**config.mk**
```make
export PLATFORM = sky130hd
export DESIGN_NAME = max_index_expander
export DESIGN_NICKNAME = d
export VERILOG_FILES = /design/src/rtl/stage1_pkg.sv /design/src/rtl/stage1_dict_regfile.sv /design/src/rtl/max_index_expander.sv
export SDC_FILE = /design/constraint.sdc
export NUM_CORES = 1
export LEC_CHECK = 0
export CORE_MARGIN = 5
export CORE_UTILIZATION = 64
export CTS_BUF_LIST = sky130_fd_sc_hd__clkbuf_8
export DETAILED_ROUTE_END_ITERATION = 6
export DONT_BUFFER_PORTS = 1
export GPL_ROUTABILITY_DRIVEN = 1
export GPL_TIMING_DRIVEN = 0
export PLACE_DENSITY = 0.8
export SKIP_CTS_REPAIR_TIMING = 1
export SLEW_MARGIN = 20
export SYNTH_ARGS = -nofsm -noshare
export SYNTH_HDL_FRONTEND = slang
export SYNTH_SLANG_ARGS = --single-unit
```
**constraint.sdc**
```tcl
create_clock -name clk -period 17.6 [get_ports clk]
set_input_delay 4.4 -clock clk [delete_from_list [all_inputs] [get_ports clk]]
set_output_delay 4.4 -clock clk [all_outputs]
set_load 0.1 [all_outputs]
```
**src/rtl/stage1_pkg.sv**
```systemverilog
// Shared types and constants for the Stage1 max/index expander and its dictionary.
package stage1_pkg;

    localparam int IDX_W      = 4;
    localparam int DICT_DEPTH = 16;

    typedef enum logic [1:0] {
        IDLE,
        PAD,
        EMIT
    } exp_state_t;

endpackage : stage1_pkg

```
**src/rtl/stage1_dict_regfile.sv**
```systemverilog
// 16-entry dictionary: one synchronous write port, one combinational read port.
module stage1_dict_regfile
    import stage1_pkg::*;
#(
    parameter int DATA_W = 8
) (
    input  logic              clk,
    input  logic              rst,
    input  logic              we_i,
    input  logic [IDX_W-1:0]  waddr_i,
    input  logic [DATA_W-1:0] wdata_i,
    input  logic [IDX_W-1:0]  raddr_i,
    output logic [DATA_W-1:0] rdata_o
);

    logic [DATA_W-1:0] mem_q [DICT_DEPTH];

    // NOTE: the entries must read as zero after reset, so this is a flop array with a
    // reset loop rather than an inferred RAM (RAM macros cannot be cleared by reset).
    always_ff @(posedge clk or posedge rst) begin
        if (rst) begin
            for (int i = 0; i < DICT_DEPTH; i++) begin
                mem_q[i] <= '0;
            end
        end else if (we_i) begin
            mem_q[waddr_i] <= wdata_i;
        end
    end

    // A same-cycle write is not bypassed: the reader sees the old entry.
    assign rdata_o = mem_q[raddr_i];

endmodule : stage1_dict_regfile

```
**src/rtl/max_index_expander.sv**
```systemverilog
// Expands {len, idx, align} tokens into runs of dictionary symbols on a valid/ready
// stream, optionally padding the stream to an ALIGN-beat boundary first.
module max_index_expander
    import stage1_pkg::*;
#(
    parameter int                WIDTH     = 2,
    parameter int                DATA_W    = 8,
    parameter int                ALIGN     = 4,
    parameter logic [DATA_W-1:0] PAD_VALUE = '0
) (
    input  logic              clk,
    input  logic              rst,
    input  logic              i_dict_we,
    input  logic [IDX_W-1:0]  i_dict_addr,
    input  logic [DATA_W-1:0] i_dict_data,
    input  logic              i_tok_valid,
    output logic              o_tok_ready,
    input  logic [WIDTH-1:0]  i_len,
    input  logic [IDX_W-1:0]  i_idx,
    input  logic              i_align,
    output logic              o_valid,
    input  logic              i_ready,
    output logic [DATA_W-1:0] o_data,
    output logic              o_pad,
    output logic              o_busy
);

    localparam int CNT_W = $clog2(ALIGN);

    exp_state_t        state_q, state_d;
    logic [WIDTH-1:0]  run_q, run_d;
    logic [IDX_W-1:0]  idx_q, idx_d;
    logic [CNT_W-1:0]  beat_cnt_q, beat_cnt_d;
    logic              valid_q, valid_d;
    logic [DATA_W-1:0] data_q, data_d;
    logic              pad_q, pad_d;

    logic              out_free;
    logic              beat_acc;
    logic              tok_acc;
    logic [CNT_W-1:0]  next_pos;
    logic [IDX_W-1:0]  rd_idx;
    logic [DATA_W-1:0] dict_rdata;

    stage1_dict_regfile #(
        .DATA_W (DATA_W)
    ) u_dict (
        .clk     (clk),
        .rst     (rst),
        .we_i    (i_dict_we),
        .waddr_i (i_dict_addr),
        .wdata_i (i_dict_data),
        .raddr_i (rd_idx),
        .rdata_o (dict_rdata)
    );

    assign out_free = !valid_q || i_ready;
    assign beat_acc = valid_q && i_ready;
    assign tok_acc  = i_tok_valid && o_tok_ready;
    assign rd_idx   = (state_q == IDLE) ? i_idx : idx_q;

    // Alignment position of the next beat to be loaded: a pending beat always drains
    // before it, so it is counted as already sent.
    assign next_pos = beat_cnt_q + CNT_W'(valid_q);

    // NOTE: every always_comb output gets its default first, so no path can leave a
    // signal unassigned and infer a latch.
    always_comb begin
        state_d    = state_q;
        run_d      = run_q;
        idx_d      = idx_q;
        valid_d    = valid_q;
        data_d     = data_q;
        pad_d      = pad_q;
        beat_cnt_d = beat_cnt_q + CNT_W'(beat_acc);

        if (out_free) begin
            valid_d = 1'b0;
            pad_d   = 1'b0;
            unique case (state_q)
                IDLE: begin
                    if (tok_acc) begin
                        idx_d = i_idx;
                        if (i_len != '0) begin
                            valid_d = 1'b1;
                            if (i_align && next_pos != '0) begin
                                state_d = PAD;
                                run_d   = i_len;
                                data_d  = PAD_VALUE;
                                pad_d   = 1'b1;
                            end else begin
                                state_d = EMIT;
                                run_d   = i_len - WIDTH'(1);
                                data_d  = dict_rdata;
                            end
                        end
                    end
                end
                PAD: begin
                    valid_d = 1'b1;
                    if (next_pos != '0) begin
                        data_d = PAD_VALUE;
                        pad_d  = 1'b1;
                    end else begin
                        state_d = EMIT;
                        run_d   = run_q - WIDTH'(1);
                        data_d  = dict_rdata;
                    end
                end
                EMIT: begin
                    if (run_q != '0) begin
                        valid_d = 1'b1;
                        run_d   = run_q - WIDTH'(1);
                        data_d  = dict_rdata;
                    end else begin
                        state_d = IDLE;
                    end
                end
                default: state_d = IDLE;
            endcase
        end
    end

    // NOTE: sequential state uses non-blocking assignments only, so every register
    // samples the pre-edge values regardless of statement order.
    always_ff @(posedge clk or posedge rst) begin
        if (rst) begin
            state_q    <= IDLE;
            run_q      <= '0;
            idx_q      <= '0;
            beat_cnt_q <= '0;
            valid_q    <= 1'b0;
            data_q     <= '0;
            pad_q      <= 1'b0;
        end else begin
            state_q    <= state_d;
            run_q      <= run_d;
            idx_q      <= idx_d;
            beat_cnt_q <= beat_cnt_d;
            valid_q    <= valid_d;
            data_q     <= data_d;
            pad_q      <= pad_d;
        end
    end

    assign o_tok_ready = !rst && (state_q == IDLE) && out_free;
    assign o_valid     = valid_q;
    assign o_data      = data_q;
    assign o_pad       = pad_q;
    assign o_busy      = (state_q != IDLE);

endmodule : max_index_expander

```
# Word-level counts from Yosys, hierarchy flattened
# Cells that the tools add are included.
totals:
  ff_bits: 148
  out_inout_bits: 12
  elab_cells: 92
classes:
  n_addsub: 4
  order_cmp: 3
  eq_ne: 7
  mux: 34
  bitwise: 2
  reduce_logical: 19
op_table:
  columns: ["op", "count"]
  rows:
  - ["$bwmux W128", 1]
  - ["$mux W8", 8]
  - ["$bmux W8 S4", 1]
  - ["$demux W8 S4", 1]
  - ["$pmux W8 S3", 1]
  - ["$mux W2", 10]
  - ["$pmux W2 S3", 2]
  - ["$ge A5 B5 Y1 const B", 2]
  - ["$not A4 Y5", 2]
  - ["$reduce_and A5 Y1", 2]
  - ["$ne A2 B2 Y1 const B", 4]
  - ["$reduce_bool A2 Y1", 4]
  - ["$mux W1", 7]
  - ["$logic_and A1 B1 Y1", 6]
  - ["$reduce_and A6 Y1", 1]
  - ["$lt A5 B1 Y1 const B", 1]
  - ["$add A2 B1 Y2", 2]
  - ["$mux W4", 1]
  - ["$sub A2 B1 Y2 const B", 2]
  - ["$pmux W1 S3", 1]
  - ["$reduce_and A3 Y1", 1]
  - ["$reduce_bool A3 Y1", 1]
  - ["$eq A2 B1 Y1 const B", 1]
  - ["$eq A2 B2 Y1 const B", 1]
  - ["other kinds (5)", 6]

# Longest topological paths before layout
depth:
  word_depth: 10
  mapped_depth: 11
  depth_no_buf: 8

# Modules after synthesis
# From an unflattened synthesis, not the netlist that was laid out.
hier_totals:
  hier_cells: 471
  hier_area_um2: 7049.3
modules_own_cells:
  columns: ["mod", "n_inst", "cells_per_inst", "area_per_inst_um2"]
  rows:
  - ["stage1_dict_regfile", 1, 367, 5908.2]
  - ["max_index_expander", 1, 104, 1141.1]

# Least setup slack after synthesis
# OpenSTA, ideal clock, no wires.
synth_path:
  path_kind: "input port to output port"
  startpoint: "in rst"
  endpoint: "out o_tok_ready"
  t_arrival_ns: 9.130
  t_required_ns: 13.200
  setup_slack_ns: 4.070
  stages: 3
  path_buffers: 0
  path_cell_list: "inv_1 -> nand2_1 -> nor2_1"
synth_via:
  elab_chain_len: 3
synth_lines:
  columns: ["item", "line", "source"]
  rows:
  - ["start, declared", "max_index_expander.sv:12", "input logic rst,"]
  - ["$logic_not A1 Y1", "max_index_expander.sv:146", "assign o_tok_ready = !rst && (state_q == IDLE) && out_free;"]
  - ["$logic_and A1 B1 Y1 (2 in a row)", "max_index_expander.sv:146", null]
  - ["end, declared", "max_index_expander.sv:17", "output logic o_tok_ready,"]
# Every way passes these cells.

# Final worst setup path
layout_path:
  startpoint: "in i_ready"
  endpoint: "out o_tok_ready"
layout_via:
  elab_chain_len: 2
layout_lines:
  columns: ["item", "line", "source"]
  rows:
  - ["start, declared", "max_index_expander.sv:22", "input logic i_ready,"]
  - ["$logic_or A1 B1 Y1", "max_index_expander.sv:57", "assign out_free = !valid_q || i_ready;"]
  - ["$logic_and A1 B1 Y1", "max_index_expander.sv:146", null]
# Every way passes these cells.

==> impl_summary.txt <==
----------------------------------------------------
[STA]
  Unrepaired setup endpoints after global routing ... no
  Setup TNS after final layout ... 0 ns
  Tightest Pin Transition ... 1.11 ns
  Layout Skew ... 0.0147 ns
  Fmax achieved ... 98.7 MHz
  Portion of the clock cycle consumed by the worst path in the final layout ... 57.6%
  Hold Violations, Final ... 0
  Relative slew slack ... roughly 25%
  Final setup fails ... 0
  Pins Over Slew Limit ... 0
  Crit path time final ... 10.13 ns

[Die]
  Core region area ... 11400 µm²
  Initial Util ... 65.2%
  Total die area ... 13900 µm²
  Number of ports placed on the die boundary ... 36
  Core Rows ... 39
  Die span in y ... ~120 µm
  Die width ... 118 µm

[Global route]
  Number of global-route vias before repair ... 5610
  Pin count of the biggest net entering global routing ... 115
  First-pass GRT wire length ... 30400 µm
  Global-route usage over all layers ... ~28%
  Antenna violations before repair ... 0
  GRT overflow ... 0

[Clock tree]
  H-tree levels ... 4
  Clock tree from TritonCTS ... done
  Cell at the root of the clock tree ... clkbuf_8
  Clock network latency to the later pin of the worst-skew pair ... 0.47 ns
  Number of sinks on the clock net ... ~150
  Maximum root-to-sink buffer count ... 2
  Clk pin slew, worst setup/hold paths ... 0.07 ns
  Number of buffers added by the clock tree synthesis step ... 17

[Placed design]
  Detailed placer's ending HPWL ... approximately 13000 µm
  Total of buffers placed on input and output ports ... 0
  Cell Count Post-Placement ... 782
  Global placement routability congestion ... 0.967
  Post-placement cell area ... 7660 µm²

[Routing]
  Count of routing violations after the opening detailed-route iteration ... around 800
  Routed wirelength normalized by instance count ... roughly 23 µm
  Iteration count of the initial detailed-routing pass ... 5
  DRC violations left ... 0
  Via count ... 5441
  Post-DRT Antenna Nets ... 0
  Vias/cell ... 6.68
  Routed wire length ... approximately 19000 µm

[Logic synthesis]
  Most instantiated flip-flop cell in the synthesis netlist ... dfrtp_1
  Synth Area in Simple Gates ... between 10% and 20%
  Synthesized netlist cell count ... 638
  Mapped Nets ... 670
  Area fraction in compound gates after synthesis ... 10.6%
  Sequential element share of the synthesized area ... 49.8%
  Biggest area consumer among synthesized cells ... dfrtp_1
  Post-synth top cells ... dfrtp_1, mux2_2, nand2_1, nor2b_1, o21ai_0
  Main combinational cell family by area after synthesis ... multiplexers
  Ys async rst share ... 100%
  Distinct cells, synth ... 48
  XOR/XNOR Fraction of Synth Area ... 0.353%
  Yosys reg bits ... 148
  Top cell type's share of synthesized area ... 49.8%
  Number of enable flip-flop cells after synthesis ... 0
  Most frequent cell after synthesis ... dfrtp_1
  Syn_area_per_cell ... about 12 µm²
  Multiplexer area fraction after synthesis ... 24.3%
  Most area-consuming cells after synthesis ... dfrtp_1, mux2_2, nand2_1
  Yosys warnings ... 0
  Adder-cell share of the synthesized area ... between 1 and 1.5%
  Cell area after synthesis ... 7440 µm²

[Cells and area]
  Post-route design area ... 8050 µm²
  Nets ... 690
  Number of diodes added for antenna fixing ... 0
  Non-Filler Instances ... approximately 800
  Final core utilization ... 70.5%
  Total of fill cells in the finished design ... between 700 and 800
  Area overhead of the layout relative to synthesis ... 8.24%
  Fraction of layout cells with a size suffix above 1 ... 28.3%

[Critical path]
  Worst-path cell chain ... nand2b_1 -> clkbuf_1 -> nand2_1 -> nor2_2
  Master of the slowest instance on the critical path ... nor2_2
  CP startpoint kind ... input port
  Worst setup path startpoint ... i_ready
  Highest cell delay on the worst timing path ... 0.82 ns
  Worst flop-to-flop path endpoint ... o_data[0]$_DFFE_PP0P_
  Logic depth of the worst path, buffers included ... 4
  Crit path arrival time ... approximately 5.7 ns
  Kind of cell adding the most delay to the critical path ... simple AND/OR/NAND/NOR gates
  Critical path capture point ... o_tok_ready
  Largest fanout of any net on the critical path ... 8
  Worst R2R Start ... o_valid$_DFFE_PP0N_
  Critical Path End Type ... primary output
  Critical path required time ... 13.20 ns
  Cell depth of the worst flop-to-flop path ... 7
  Worst reg-to-reg setup slack ... 14.48 ns
  Number of buffers and inverters on the critical path ... 1
  Category of the critical setup timing path ... input port to primary output

[Power and ir drop]
  Pleak ... between 3 and 4 nW
  Portion of total power attributed to combinational logic ... 40.1%
  Net switching fraction of the power ... 41.6%
  Peak supply drop ... 151 µV
  Internal power ... just under 0.0008 W
  Clock power frac ... ~20%
  Sw Pwr ... 0.000560 W
  Power density of the placed cells ... 167 nW/µm²
  Flop pwr share ... 40.4%
  Pwr Total ... 0.00135 W

[Worst hold path]
  Path category of the worst min-delay check ... flop to flop

[Run status]
  Status ... finished clean

[Flow run]
  Max-cap check violation count ... 0

----------------------------------------------------
==> through the flow <==
step,hold WS (ns),worst slack [ns]
floorplan,0.450,4.07
global placement,0.471,2.99
detailed placement,0.479,7.48
CTS,0.494,7.48
global route,0.509,7.40
finish,0.492,7.47
==> cells in the final DEF (no fill, tap or decap), types with 3 or more instances in the layout <==
master	count
o211ai_1	3
a21oi_1	21
o21ai_1	5
a31oi_1	3
buf_2	10
nand4_1	5
o21a_1	3
clkbuf_1	23
clkbuf_8	19
nor3_1	4
dfrtp_1	148
o21ai_0	29
o22ai_1	22
mux2_2	128
a22oi_1	9
mux4_1	5
clkinv_4	4
nand2_1	61
o32ai_1	6
a221oi_1	7
ha_1	8
mux4_2	9
o21bai_1	6
nor3_2	6
nor2b_1	33
nand2b_1	8
inv_1	20
nand3_1	5
nor2_1	22
==> state kept, by name (all words and copies together) (netlist names) <==
register	count
u_dict.mem_q	128
o_data	8
idx_q	4
beat_cnt_q	2
run_q	2
state_q	2
o_pad	1
o_valid	1
==> cells by family (layout without fill, tap and decap cells) <==
family          count (synthesis)  in the layout
simple gates                  155            155
flops                         148            148
mux                           145            145
compound gates                124            124
buf+inv                        55             88
fa+ha+maj                       8              8
xor+xnor                        3              3
==> worst register-to-register path, cell delays in order (launching register included) <==
cell and delay, ns:
dfrtp_1 0.97, ha_1 0.40, o21ai_1 0.47, o21ai_0 0.18, or3_1 0.32, clkbuf_1 0.26, nor3b_1 0.34, a211o_1 0.14
==> how the worst min path moves through the flow <==
stage / from / endpoint / slack [ns] / depth (start not counted)
floorplan: run_q[1]$_DFFE_PP0P_ / run_q[1]$_DFFE_PP0P_ / 0.45 / 2
global placement: run_q[1]$_DFFE_PP0P_ / run_q[1]$_DFFE_PP0P_ / 0.47 / 2
detailed placement: beat_cnt_q[1]$_DFF_PP0_ / beat_cnt_q[1]$_DFF_PP0_ / 0.48 / 1
CTS: beat_cnt_q[1]$_DFF_PP0_ / beat_cnt_q[1]$_DFF_PP0_ / 0.49 / 1
global route: beat_cnt_q[1]$_DFF_PP0_ / beat_cnt_q[1]$_DFF_PP0_ / 0.51 / 1
finish: beat_cnt_q[1]$_DFF_PP0_ / beat_cnt_q[1]$_DFF_PP0_ / 0.49 / 1
==> area by class of cell <==
| cell class | instances | area (µm²) | share of cell area (%) |
|---|---|---|---|
| timing repair buffer | 1 | 27.5 | 0.342 |
| clock buffer | 19 | 262 | 3.25 |
| multi-input combinational | 435 | 3510 | 43.5 |
| inverter | 19 | 78.8 | 0.979 |
| tap | 143 | 179 | 2.22 |
| clock inverter | 13 | 135 | 1.68 |
| buffer | 36 | 163 | 2.02 |
| sequential | 148 | 3700 | 46.0 |
==> power by group through the flow <==
stage	registers (W)	logic, W	clock network (W)
detailed placement	0.000549	0.000527	0
finish	0.000544	0.000540	0.000263
global placement	0.000542	0.000508	0
CTS	0.000542	0.000530	0.000265
global route	0.000553	0.000582	0.000282
floorplan	0.000529	0.000402	0
==> per-layer routing <==
layer	vias up	share of wire [%]	GRT usage, %
met4	0	3.9	12.2
met1	2728	41	37.2
met2	287	47	43.8
met3	70	8.3	7.06
met5	-	0	0
li1	2356	-	-
Note: power is estimated with default switching activity, not from simulation.
